### config.mk
export PLATFORM = sky130hd
export DESIGN_NAME = rsp_fifo_uart_tx_flat
export DESIGN_NICKNAME = d
export VERILOG_FILES = /design/src/rtl/rsp_fifo_uart_tx_if.sv /design/src/rtl/rsp_fifo_uart_tx.sv /design/src/flat_wrapper.sv
export SDC_FILE = /design/constraint.sdc
export NUM_CORES = 1
export LEC_CHECK = 0
export BUFFER_PORTS_ARGS = -buffer_cell sky130_fd_sc_hd__buf_2
export CAP_MARGIN = 10
export CORE_MARGIN = 2
export CORE_UTILIZATION = 30
export DETAILED_ROUTE_END_ITERATION = 10
export PLACE_DENSITY = 0.53
export SLEW_MARGIN = 5
export SYNTH_ARGS = -nofsm -noshare
export SYNTH_HDL_FRONTEND = slang
export SYNTH_SLANG_ARGS = --single-unit
### constraint.sdc
create_clock -name clk -period 3.9 [get_ports clk]
set_input_delay 0.39 -clock clk [delete_from_list [all_inputs] [get_ports clk]]
set_output_delay 0.39 -clock clk [all_outputs]
set_load 0.005 [all_outputs]
### src/rtl/rsp_fifo_uart_tx_if.sv
// Response FIFO read port: empty flag, read data and a single-cycle read enable.
interface rsp_fifo_uart_tx_if;
    logic        rsp_fifo_empty;
    logic [31:0] rsp_fifo_data;
    logic        rsp_fifo_read;

    modport master (
        input  rsp_fifo_empty,
        input  rsp_fifo_data,
        output rsp_fifo_read
    );

    modport slave (
        output rsp_fifo_empty,
        output rsp_fifo_data,
        input  rsp_fifo_read
    );
endinterface

### src/rtl/rsp_fifo_uart_tx.sv
// Pops 32-bit response words from a FIFO and sends them MSB byte first as 8N1 UART,
// optionally dropping 8'h00 bytes.
module rsp_fifo_uart_tx #(
    parameter int unsigned CLKS_PER_BIT = 434,
    parameter bit          SKIP_NULL    = 1'b1
) (
    input  logic                 clk,
    input  logic                 reset,
    rsp_fifo_uart_tx_if.master   fifo,
    output logic                 uart_tx,
    output logic                 busy,
    output logic                 word_done
);

    localparam logic [15:0] BIT_LAST = 16'(CLKS_PER_BIT - 1);

    typedef enum logic [2:0] {
        S_IDLE, S_READ, S_WAIT, S_LOAD, S_START, S_DATA, S_STOP, S_NEXT
    } state_t;

    state_t      state_q, state_d;
    logic [15:0] cnt_q, cnt_d;
    logic [2:0]  bit_q, bit_d;
    logic [2:0]  idx_q, idx_d;
    logic [31:0] word_q, word_d;
    logic [7:0]  shift_q, shift_d;
    logic        tx_q, tx_d;
    logic        read_q, read_d;
    logic        busy_q, busy_d;
    logic        done_q, done_d;
    logic [7:0]  cur_byte;

    function automatic logic [7:0] byte_sel(input logic [31:0] w, input logic [1:0] i);
        case (i)
            2'd3:    byte_sel = w[31:24];
            2'd2:    byte_sel = w[23:16];
            2'd1:    byte_sel = w[15:8];
            default: byte_sel = w[7:0];
        endcase
    endfunction

    assign cur_byte = byte_sel(word_q, idx_q[1:0]);

    // idx_q[2] set means the index has run past byte 0 and the word is finished.
    always_comb begin
        state_d = state_q;
        cnt_d   = cnt_q;
        bit_d   = bit_q;
        idx_d   = idx_q;
        word_d  = word_q;
        shift_d = shift_q;
        tx_d    = 1'b1;
        read_d  = 1'b0;
        done_d  = 1'b0;
        case (state_q)
            S_IDLE: begin
                if (!fifo.rsp_fifo_empty) begin
                    read_d  = 1'b1;
                    state_d = S_READ;
                end
            end
            S_READ: state_d = S_WAIT;
            S_WAIT: state_d = S_LOAD;
            S_LOAD: begin
                word_d  = fifo.rsp_fifo_data;
                idx_d   = 3'd3;
                state_d = S_NEXT;
            end
            S_NEXT: begin
                if (idx_q[2]) begin
                    done_d  = 1'b1;
                    state_d = S_IDLE;
                end else if (SKIP_NULL && (cur_byte == 8'h00)) begin
                    idx_d = idx_q - 3'd1;
                end else begin
                    shift_d = cur_byte;
                    tx_d    = 1'b0;
                    cnt_d   = BIT_LAST;
                    state_d = S_START;
                end
            end
            S_START: begin
                tx_d = 1'b0;
                if (cnt_q == 16'd0) begin
                    cnt_d   = BIT_LAST;
                    bit_d   = 3'd0;
                    tx_d    = shift_q[0];
                    state_d = S_DATA;
                end else begin
                    cnt_d = cnt_q - 16'd1;
                end
            end
            S_DATA: begin
                tx_d = shift_q[0];
                if (cnt_q == 16'd0) begin
                    cnt_d = BIT_LAST;
                    if (bit_q == 3'd7) begin
                        tx_d    = 1'b1;
                        state_d = S_STOP;
                    end else begin
                        bit_d   = bit_q + 3'd1;
                        shift_d = shift_q >> 1;
                        tx_d    = shift_q[1];
                    end
                end else begin
                    cnt_d = cnt_q - 16'd1;
                end
            end
            S_STOP: begin
                if (cnt_q == 16'd0) begin
                    cnt_d   = BIT_LAST;
                    idx_d   = idx_q - 3'd1;
                    state_d = S_NEXT;
                end else begin
                    cnt_d = cnt_q - 16'd1;
                end
            end
            default: state_d = S_IDLE;
        endcase
        busy_d = (state_d != S_IDLE);
    end

    always_ff @(posedge clk) begin
        if (!reset) begin
            state_q <= S_IDLE;
            cnt_q   <= 16'd0;
            bit_q   <= 3'd0;
            idx_q   <= 3'd0;
            word_q  <= 32'd0;
            shift_q <= 8'd0;
            tx_q    <= 1'b1;
            read_q  <= 1'b0;
            busy_q  <= 1'b0;
            done_q  <= 1'b0;
        end else begin
            state_q <= state_d;
            cnt_q   <= cnt_d;
            bit_q   <= bit_d;
            idx_q   <= idx_d;
            word_q  <= word_d;
            shift_q <= shift_d;
            tx_q    <= tx_d;
            read_q  <= read_d;
            busy_q  <= busy_d;
            done_q  <= done_d;
        end
    end

    assign fifo.rsp_fifo_read = read_q;
    assign uart_tx            = tx_q;
    assign busy               = busy_q;
    assign word_done          = done_q;

endmodule

### src/flat_wrapper.sv
// flat-port wrapper written by rule: the top's interface ports become plain ports
module rsp_fifo_uart_tx_flat 
#(
    parameter int unsigned CLKS_PER_BIT = 434,
    parameter bit          SKIP_NULL    = 1'b1
)
  (clk, reset, uart_tx, busy, word_done, fifo_rsp_fifo_empty, fifo_rsp_fifo_data, fifo_rsp_fifo_read);
  rsp_fifo_uart_tx_if fifo_i ();
  input  logic clk;
  input  logic reset;
  output logic uart_tx;
  output logic busy;
  output logic word_done;
  input wire logic [$bits(fifo_i.rsp_fifo_empty)-1:0] fifo_rsp_fifo_empty;
  input wire logic [$bits(fifo_i.rsp_fifo_data)-1:0] fifo_rsp_fifo_data;
  output wire logic [$bits(fifo_i.rsp_fifo_read)-1:0] fifo_rsp_fifo_read;
  assign fifo_i.rsp_fifo_empty = fifo_rsp_fifo_empty;
  assign fifo_i.rsp_fifo_data = fifo_rsp_fifo_data;
  assign fifo_rsp_fifo_read = fifo_i.rsp_fifo_read;
  rsp_fifo_uart_tx #(.CLKS_PER_BIT(CLKS_PER_BIT), .SKIP_NULL(SKIP_NULL)) u_core (.clk(clk), .reset(reset), .fifo(fifo_i), .uart_tx(uart_tx), .busy(busy), .word_done(word_done));
endmodule
==> impl_results.md, run 1 <==
* Hold Crit Class: input port to flop
* Ys flop type: dfxtp_1
* Status: complete, no violations
* Fin crit period at 3030 ps
* Yosys cell types at 58
* CP top delay family: simple AND/OR/NAND/NOR gates
* Pwr Density at 489 mW/mm^2
* RD Place Congestion at 0.807
* Clk sinks at 69
* Critical path buffers and inverters at 1
* Initial core utilization at 31.0%
* Yosys warning count at 0
* Global-route wire length before repair at 14500 um
* CTS resizes at 0
* Via density at 5.15
* CP most frequent cell: a21oi_1
* Adder-cell share of the synthesized area at 2.58%
* Synth-to-Final Area Change at 16.1%
* Main combinational cell family by area after synthesis: simple AND/OR/NAND/NOR gates
* Iter 0 DRT Violations at 194
* Final net count at 492
* CP max stage delay at 690 ps
* Worst path depth at 8
* Via count at 3062
* Largest net degree at the start of global routing at 46
* Die ar. at 0.0122 sq mm
* Routed Antenna Nets at 0
* Grt total ovfl at 0
* Clock-pin slew on the worst setup and hold paths at 60 ps
* Slew Limit Fails at 0
* Critical Path Fanout Max at 17
* Post-Synth Simple-Gate Area at 25.9%
* Htree depth at 3
* Total CTS buffers at 9
* Worst Max-Slew Pin Slew at 771 ps
* Fin Setup TNS at 0 ps
* I/O pin count at 39
* Number of port buffers at 38
* Synth Register Bits at 69
* Vias in the first global route at 2970
* Synthesized cell area at 0.00339 sq mm
* Hold buffer count at cts at 0
* Compound-Gate Fraction of Synth Area at 20.3%
* Xor/xnor share of the synthesized area at 0.517%
* Slowest-stage cell, CP: nor4_1
* Synth top area cells: dfxtp_1 41%, nand2_1 11%, a21oi_1 8.4%
* CP Capture Type: flop
* Final period util at 77.7%
* Hold-critical path endpoint: u_core.word_q[30]
* Reg2Reg Depth at 8
* Detailed Route WL at 8670 um
* R2r endpoint: u_core.cnt_q[7]
* Mapped Cells at 428
* Mux contribution to synthesized area at 5.28%
* DR WL/cell at 14.6 um
* Fin Clk Skew at 6.89 ps
* Core footprint at 0.0109 sq mm
* Drt drc at 0
* Initial antenna violation count at 0
* # placed instances at 578
* R2r setup slk at 870 ps
* Syn_area_per_cell at 7.92 sq um
* CP Launch Type: flop
* CTS Root Buffer Type: clkbuf_16
* Fmax at 330 MHz
* Max-cap viol count at 0
* Setup CP Type: flop to flop
* RSZ-0062 raised after global routing: no
* Clk buf depth at 2
* Cell taking the most area after synthesis: dfxtp_1
* Post-synth top area share at 40.7%
* Async set or reset register ratio after synthesis at 0%
* Detailed Routing Iterations Pass 1 at 4
* CTS tree: done
* Register area share after synthesis at 40.7%
* Post-synth EDFFs at 0
* Post-CTS setup buffers at 0
* # diodes at 0
* HP Start: fifo_rsp_fifo_data[30]
* Critical Path RT at 4120 ps
* Post-DP HPWL at 6030 um
* Finished Layout Cells at 595
* Setup-failing EPs final at 0
* Share of layout cells above drive strength 1 at 16.0%
* LEAKAGE at 1.47 nW
* Worst VDD drop at 0.201 mV
* Die W at 110 um
* Syn Nets at 470
* GRT Total Usage at 15.5%
* Hold Fails Final Rpt at 0
* Max transition margin at 48.1%
* Critical path arrival at 3250 ps
* Die height at 110 um
* Critical path cell sequence: inv_1, ha_1, a21oi_1, a21oi_1, nor4_1, and2_0, o21ai_1, o2111a_1
* Clock latency on the worst-skew pair at 330 ps
* Hold path cells at 3
* Std cell rows at 38
* FF-to-FF Start: u_core.idx_q[0]
-- registers in the layout, indices dropped and copies added (netlist names) --
name                       flops
u_core.uart_tx                 1
u_core.word_done               1
u_core.busy                    1
u_core.state_q                 3
u_core.fifo.rsp_fifo_read      1
u_core.bit_q                   3
u_core.idx_q                   3
u_core.word_q                 32
u_core.shift_q                 8
u_core.cnt_q                  16
-- layer usage --
metal / routed length (um) / global-route usage [%] / share of wire [%]
met5: 0 / 0 / 0
met4: 133 / 5.98 / 1.5
met3: 262 / 4.12 / 3.0
met2: 3870 / 23.4 / 45
met1: 4410 / 21.1 / 51
-- final cells by class --
cell class,instances,area [sq um]
multi-input combinational,321,1850
clock inverter,5,36.3
sequential,69,1380
inverter,8,30.0
fill,1187,7000
clock buffer,11,243
timing repair buffer,41,220
tap,140,175
-- power by group --
| group | leakage, nW | switching [mW] | internal, mW |
|---|---|---|---|
| registers | 0.558 | 0.0380 | 0.734 |
| clock network | 0.128 | 0.306 | 0.447 |
| logic | 0.782 | 0.246 | 0.153 |
-- cell usage after synthesis, types with 2 or more instances --
cell type,instances
and2_0,2
buf_2,2
o32ai_1,2
or2_2,2
nand3_1,9
inv_1,7
a22oi_1,10
o21ai_1,2
or4_1,4
nor4_1,7
mux2_2,7
o21a_1,4
a21oi_1,57
nor2b_1,10
clkbuf_1,26
or3_1,5
buf_6,2
nand2b_1,3
nor2_1,20
nor3_1,10
dfxtp_1,69
a31oi_1,5
mux2i_1,10
o21ai_0,8
and2_1,3
o31a_1,2
nand2_1,100
o31ai_1,2
ha_1,7
a311oi_1,2
nand4_1,2
-- cells by family (layout without fill, tap and decap cells) --
group,count (synthesis),count (layout)
adders and majority gates,7,7
DFF,69,69
AOI/OAI and AO/OA,109,109
and+or+nand+nor,186,186
muxes,17,17
buffers and inverters,38,65
xor gates and xnor gates,2,2
-- stage by stage --
stage,power (mW),hold WS (ps),util [%],instance area (sq um),setup WS (ps)
floorplan,1.10,435,-,3390,1420
finish,1.92,293,36.0,3940,871
CTS,1.94,285,35.9,3920,941
detailed placement,1.18,451,33.3,3640,956
global route,2.02,292,36.0,3940,648
global placement,1.18,453,33.3,3640,1100
-- how the worst max path moves through the flow --
stage	from	end	slack, ps
final	u_core.idx_q[0]	u_core.cnt_q[7]	870
after global routing	u_core.idx_q[0]	u_core.cnt_q[3]	650
after CTS	u_core.idx_q[0]	u_core.cnt_q[7]	940
after detailed placement	u_core.idx_q[0]	u_core.cnt_q[7]	960
after global placement	u_core.idx_q[0]	u_core.cnt_q[7]	1100
after floorplan	u_core.idx_q[0]	u_core.cnt_q[7]	1420
-- cell usage in the layout (no fill, tap or decap), types with 8 or more instances in the layout --
cell and instances:
nor3_1 10, nor2b_1 10, a22oi_1 10, clkbuf_16 9
dfxtp_1 69, o21ai_0 8, mux2i_1 10, nand3_1 9
a21oi_1 57, buf_2 38, nor2_1 19, nand2_1 100
-- worst register-to-register path, stage by stage, from the launching register on --
cell	delay [ps]
dfxtp_1	430
inv_1	90
ha_1	380
a21oi_1	220
a21oi_1	110
nor4_1	690
and2_0	390
o21ai_1	290
o2111a_1	330
Power figures use the tool's default switching activity.
==> run 2: changes to the inputs <==
ABC_AREA = 1   (was default)
clock period = 3 ns   (was 3.9 ns; I/O delays follow)
==> run 2 against run 1 <==
Effect of this change: die area up 1.1%; maximum frequency up 29%; synthesized cell count increased by 18%; register-to-register slack got worse by 220 ps; sequential power increased by 37%; combinational power increased by 89%; power is 49% higher; non-clock buffer count grew 2.
==> impl_results.md, run 2 <==
* Hold buffer count at cts at 0 (unchanged)
* Worst Max-Slew Pin Slew at 1020 ps (+252 ps)
* Hold Fails Final Rpt at 0 (unchanged)
* Mapped Cells at 504 (+18%)
* Register area at 0.00138 sq mm (unchanged)
* Die ar. at 0.0123 sq mm (+1.1%)
* Fin Clk Skew at 7.39 ps (+0.504 ps)
* Post-synth EDFFs at 0 (unchanged)
* Pwr Density at 710 mW/mm^2 (+45%)
* Via count at 3259 (+6.4%)
* Worst VDD drop at 0.375 mV (+87%)
* Drt drc at 0 (unchanged)
* Synth top area cells: dfxtp_1 40%, nand2_1 12%, nor2_1 10%
* Fin crit period at 2350 ps (-679 ps)
* Syn_area_per_cell at 6.80 sq um (-14%)
* Cell taking the most area after synthesis: dfxtp_1
* Grt total ovfl at 0 (unchanged)
* R2r setup slk at 650 ps (-220 ps)
* CTS resizes at 0 (unchanged)
* Post-DP HPWL at 6010 um (-0.46%)
* Die W at 111 um (+0.55%)
* Clk pwr share at 36.7% (-2.4 points)
* Clock latency on the worst-skew pair at 330 ps (about the same)
* Reg2Reg Depth at 13 (+5)
* Initial antenna violation count at 0 (unchanged)
* Fin Setup TNS at 0 ps (unchanged)
* Core Util, Final at 35.8% (-0.18 points)
* Critical path cell sequence: inv_1, ha_1, inv_1, nand2_1, o21ai_1, nand2_1, nor2_2, nand3_2, nand2_4, inv_4, nand2_1, nand2_1, a21oi_1
* Slowest-stage cell, CP: dfxtp_1
* Iter 0 DRT Violations at 103 (-47%)
* Most flops, register: u_core.word_q
* Hold Crit Class: input port to flop
* Global-route wire length before repair at 14400 um (-0.52%)
* Multi-input logic area at 0.00179 sq mm (-3.3%)
* Fmax at 425 MHz (+29%)
* Clock-pin slew on the worst setup and hold paths at 60 ps (about the same)
* # diodes at 0 (unchanged)
* Critical Path Fanout Max at 16 (-1)
* Sequential share of power at 37.0% (-3.1 points)
* Internal power at 1.90 mW (+43%)
* Switching fraction of total power at 33.6% (+2.9 points)
* Number of port buffers at 38 (unchanged)
* Async set or reset register ratio after synthesis at 0% (unchanged)
* Critical Path Sink: u_core.cnt_q[3]
* Slew Limit Fails at 0 (unchanged)
* Vias in the first global route at 3131 (+5.4%)
* Critical path arrival at 2620 ps (-630 ps)
* Most common cell after layout, fill and taps aside: nand2_1
* Fillers at 1202 (+1.3%)
* Setup CP Type: flop to flop
* Critical Path RT at 3260 ps (-860 ps)
* Post-CTS setup buffers at 0 (unchanged)
* DR WL/cell at 12.0 um (-18%)
* Yosys warning count at 0 (unchanged)
* Status: complete, no violations
* Detailed Route WL at 8220 um (-5.3%)
* Register area share after synthesis at 40.3% (-0.46 points)
* CP max stage delay at 350 ps (-340 ps)
* Max reg flops at 32 (unchanged)
* R2r endpoint: u_core.cnt_q[3]
* Largest net degree at the start of global routing at 47 (+2.2%)
* Core footprint at 0.0113 sq mm (+3.1%)
* Share of layout cells above drive strength 1 at 15.9% (-0.18 points)
* Synthesized cell area at 0.00343 sq mm (+1.1%)
* RD Place Congestion at 0.861 (+6.7%)
* CTS tree: done
* Synth Register Bits at 69 (unchanged)
* Die height at 111 um (+0.55%)
* Syn Nets at 546 (+16%)
* Post-synth top area share at 40.3% (-0.46 points)
* HP Start: fifo_rsp_fifo_data[9]
* Logic gate share of total power at 26.3% (+5.6 points)
* Most frequent cell after synthesis: nand2_1
* Max-cap viol count at 0 (unchanged)
* RSZ-0062 raised after global routing: no
* Final net count at 579 (+18%)
* Commonest cells in the netlist: 114 x nand2_1, 92 x nor2_1, 69 x dfxtp_1
* Routed Antenna Nets at 0 (unchanged)
* Yosys cell types at 38 (-34%)
* Total power at 2.87 mW (+49%)
* Most frequent cells in the layout: 114 x nand2_1, 92 x nor2_1, 69 x dfxtp_1
* Crit path launch: u_core.idx_q[0]
* CP most frequent cell: nand2_1
* Total CTS buffers at 9 (unchanged)
* Clk buf depth at 2 (unchanged)
* Initial core utilization at 30.4% (-0.58 points)
* Clk sinks at 69 (unchanged)
* Max transition margin at 31.7% (-16 points)
* Via density at 4.76 (-7.6%)
* Biggest registers after layout: u_core.word_q x32, u_core.cnt_q x16, u_core.shift_q x8
* CP Launch Type: flop
* CTS Root Buffer Type: clkbuf_16
* Final period util at 78.4% (+0.68 points)
* FF-to-FF Start: u_core.idx_q[0]
* Ys flop type: dfxtp_1
* Std cell rows at 39 (+2.6%)
* NetSw at 963 uW (+63%)
* Setup-failing EPs final at 0 (unchanged)
* CP Capture Type: flop
* Htree depth at 3 (unchanged)
* Final hold slack at 188 ps (-106 ps)
* I/O pin count at 39 (unchanged)
* GRT Total Usage at 14.3% (-1.2 points)
* LEAKAGE at 1.78 nW (+21%)
* Synth-to-Final Area Change at 17.8%
* Detailed Routing Iterations Pass 1 at 5 (+1)
## run 2: cell types whose count changed in the layout (fill, tap and decap cells not counted), sizes merged, moves of 6 or more
cell   previous run  this run
nor2             21        97
o21ai            10        63
inv               8        42
a21oi            57        32
nand2           101       118
nand4             2        15
mux2i            10         0
nor2b            10         0
a22oi            10         2
mux2              7         0
a31oi             6         0
nand3             9        15
nor4              8         2
## run 2: metal layers
layer,GRT usage [%],vias up,routed length [um]
li1,-,1703,-
met1,18.6,1495,4000
met2,23.0,52,3810
met3,3.50,9,279
met4,5.25,0,119
met5,0,-,0
## run 2: worst max-delay path: cells and delay by family, from the launching register on
family                   cells  cell delay, ps
buffers and inverters        3             400
AND/OR/NAND/NOR              7             870
AO/OA/AOI/OAI                2             320
adder cells (fa/ha/maj)      1             340
flip-flops                   1             350
## run 2: cells by family (layout without fill, tap and decap cells)
logic type	Yosys count	after routing	share of synthesized area, %
AOI/OAI and AO/OA	103	103	16.0
xor gates and xnor gates	2	2	0.511
adders and majority gates	7	7	2.55
buffers and inverters	63	101	7.52
DFF	69	69	40.3
and+or+nand+nor	260	260	33.2
## run 2: area by class of cell
cell class	instances	area share, %
clock buffers	9	5.58
clock inverters	7	1.86
inverters	42	3.97
multi-input cells	372	44.3
flip-flops and latches	69	34.2
well taps	143	4.43
repair buffers	43	5.64
## run 2: stage by stage
stage / cell area, sq um / std cells / worst slack (ps)
floorplan: 3430 / 504 / 1200
global placement: 3740 / 669 / 802
detailed placement: 3740 / 669 / 661
CTS: 4040 / 685 / 646
global route: 4040 / 685 / 341
finish: 4040 / 685 / 649
## run 2: power groups by stage
stage	Clock [mW]	Combinational, mW	Sequential (mW)
final	1.05	0.755	1.06
after global routing	1.13	0.866	1.07
after CTS	1.09	0.759	1.06
after detailed placement	0	0.756	1.08
after global placement	0	0.750	1.08
after floorplan	0	0.596	1.06
## run 2: worst min path at each step
stage,end,slack [ps],depth (start not counted)
2_1_floorplan,u_core.word_q[4],430,2
3_3_place_gp,u_core.bit_q[0],450,1
3_5_place_dp,u_core.bit_q[0],460,1
4_1_cts,u_core.word_q[15],170,3
5_1_grt,u_core.word_q[24],190,3
6_report,u_core.word_q[9],190,3
==> run 3: changes to the inputs <==
PLACE_DENSITY = 0.54   (was 0.53)
clock period = 2.1 ns   (was 3 ns; I/O delays follow)
==> run 3 against run 2 <==
Effect of this change: maximum frequency grew 22%; final area up 3.7%; highest routed layer unchanged; wire length rose by 2.4%; sequential share of layout area decreased by 1.1 points.
==> impl_results.md, run 3 (synthesis results as in run 2) <==
* Status: complete, no violations
* Via count at 3265 (+0.18%)
* CP Launch Type: flop
* Clk sinks at 69 (unchanged)
* Total CTS buffers at 9 (unchanged)
* Setup CP Type: flop to flop
* # diodes at 0 (unchanged)
* Die ar. at 0.0123 sq mm (unchanged)
* R2r setup slk at 170 ps (-480 ps)
* Most common cell after layout, fill and taps aside: nand2_1
* Hold-critical path endpoint: u_core.word_q[14]
* RD Place Congestion at 0.840 (-2.5%)
* Clk buf depth at 2 (unchanged)
* DR WL/cell at 12.1 um (+1.2%)
* Share of layout cells above drive strength 1 at 19.8% (+4.0 points)
* Synth-to-Final Area Change at 22.2%
* Number of port buffers at 38 (unchanged)
* CP Capture Type: flop
* Core footprint at 0.0113 sq mm (unchanged)
* Reg2Reg Depth at 11 (-2)
* Global-route wire length before repair at 14600 um (+1.4%)
* Final period util at 91.9% (+14 points)
* GRT Total Usage at 14.2% (-0.035 points)
* Die height at 111 um (unchanged)
* Drt drc at 0 (unchanged)
* Placed Instance Area at 0.00382 sq mm (+2.1%)
* Vias in the first global route at 3241 (+3.5%)
* Detailed Routing Iterations Pass 1 at 4 (-1)
* R2r endpoint: u_core.shift_q[1]
* Finished Layout Cells at 693 (+1.2%)
* Die W at 111 um (unchanged)
* RSZ-0062 raised after global routing: yes
* Final net count at 587 (+1.4%)
* Htree depth at 3 (unchanged)
* Hold path cells at 3 (unchanged)
* Post-DP HPWL at 6100 um (+1.6%)
* Slew Limit Fails at 0 (unchanged)
* Largest net degree at the start of global routing at 41 (-13%)
* Max-cap viol count at 0 (unchanged)
* Initial antenna violation count at 0 (unchanged)
* Most frequent cells in the layout: 112 x nand2_1, 92 x nor2_1, 67 x dfxtp_1
* # placed instances at 676 (+1.0%)
* CTS tree: done
* FF-to-FF Start: u_core.idx_q[0]
* Max transition margin at 73.7% (+42 points)
* Hold buffer count at cts at 0 (unchanged)
* Hold Crit Class: input port to flop
* HP Start: fifo_rsp_fifo_data[14]
* Clock latency on the worst-skew pair at 330 ps (about the same)
* Std cell rows at 39 (unchanged)
* Routed Antenna Nets at 0 (unchanged)
* Most flops, register: u_core.word_q
* Critical Path Fanout Max at 9 (-7)
* Detailed Route WL at 8420 um (+2.4%)
* Fin crit period at 1930 ps (-420 ps)
* Fin Clk Skew at 6.84 ps (-0.551 ps)
* Critical path arrival at 2150 ps (-470 ps)
* Fmax at 518 MHz (+22%)
* I/O pin count at 39 (unchanged)
* Worst VDD drop at 0.430 mV (+14%)
* Pwr Density at 1030 mW/mm^2 (+44%)
* Setup-failing EPs final at 0 (unchanged)
* Iter 0 DRT Violations at 151 (+47%)
* Worst Max-Slew Pin Slew at 391 ps (-631 ps)
* Initial core utilization at 30.4% (unchanged)
* CTS Root Buffer Type: clkbuf_16
* Design area at 0.00419 sq mm (+3.7%)
* Critical Path RT at 2320 ps (-940 ps)
* Pre-CTS setup slack at -30.7 ps (-692 ps)
* Biggest registers after layout: u_core.word_q x32, u_core.cnt_q x16, u_core.shift_q x8
* Clock-pin slew on the worst setup and hold paths at 60 ps (about the same)
* Max reg flops at 32 (unchanged)
* Via density at 4.71 (-0.97%)
* LEAKAGE at 1.84 nW (+3.2%)
* Final worst slack at 170 ps (-480 ps)
* Fillers at 1191 (-0.92%)
* Hold Fails Final Rpt at 0 (unchanged)
* Grt total ovfl at 0 (unchanged)
-- run 3: worst max path at each step --
stage	end	slack, ps	from
after floorplan	u_core.cnt_q[13]	300	u_core.idx_q[0]
after global placement	u_core.shift_q[3]	20	u_core.idx_q[0]
after detailed placement	u_core.cnt_q[3]	-30	u_core.idx_q[0]
after CTS	u_core.shift_q[1]	8	u_core.idx_q[0]
after global routing	u_core.shift_q[6]	-4	u_core.idx_q[0]
final	u_core.shift_q[1]	170	u_core.idx_q[0]
-- run 3: critical path, cell delays in order, from the launching register on --
cell and delay [ps]:
dfxtp_4 360, ha_1 290, nand2_1 100, nand2_1 60, o21ai_2 170, nand2_1 80
nor2_2 170, nand3_2 150, nand2_2 180, inv_2 100, nor2_1 110, nor2_1 50
-- run 3: power by group --
group	switching, mW	internal, mW	total, mW
clock network	0.602	0.959	1.56
registers	0.0887	1.43	1.52
logic	0.748	0.468	1.22
total	1.44	2.86	4.30
-- run 3: routing by layer --
metal	routed length, um	vias to the layer above	GRT usage [%]
met3	252	12	2.57
met1	4030	1476	18.1
met5	0	-	0
met4	165	0	6.00
li1	-	1723	-
met2	3970	54	23.8
-- run 3: timing repair --
action                                  4_1_cts  5_1_grt
gates cloned                                  0        0
endpoints found under the setup margin       21       29
pin swaps                                     0        2
setup buffers                                 1        0
resized for setup                             3       16
-- run 3: layout make-up --
cell class / count / area [sq um] / area share (%)
Inverter: 42 / 160 / 3.82
Tap cell: 143 / 179 / 4.27
Multi-Input combinational cell: 372 / 1840 / 44.0
Sequential cell: 69 / 1390 / 33.1
Clock inverter: 6 / 71.3 / 1.70
Timing Repair Buffer: 51 / 313 / 7.46
Clock buffer: 10 / 239 / 5.70
-- run 3: through the flow --
stage	total power, mW	hold slack, ps	TNS (ps)	util [%]
floorplan	2.36	345	0	-
global route	4.56	105	-6.57	37.2
CTS	4.30	92.2	0	36.7
detailed placement	2.73	437	-271	33.9
finish	4.30	96.7	0	37.2
global placement	2.71	432	0	33.9
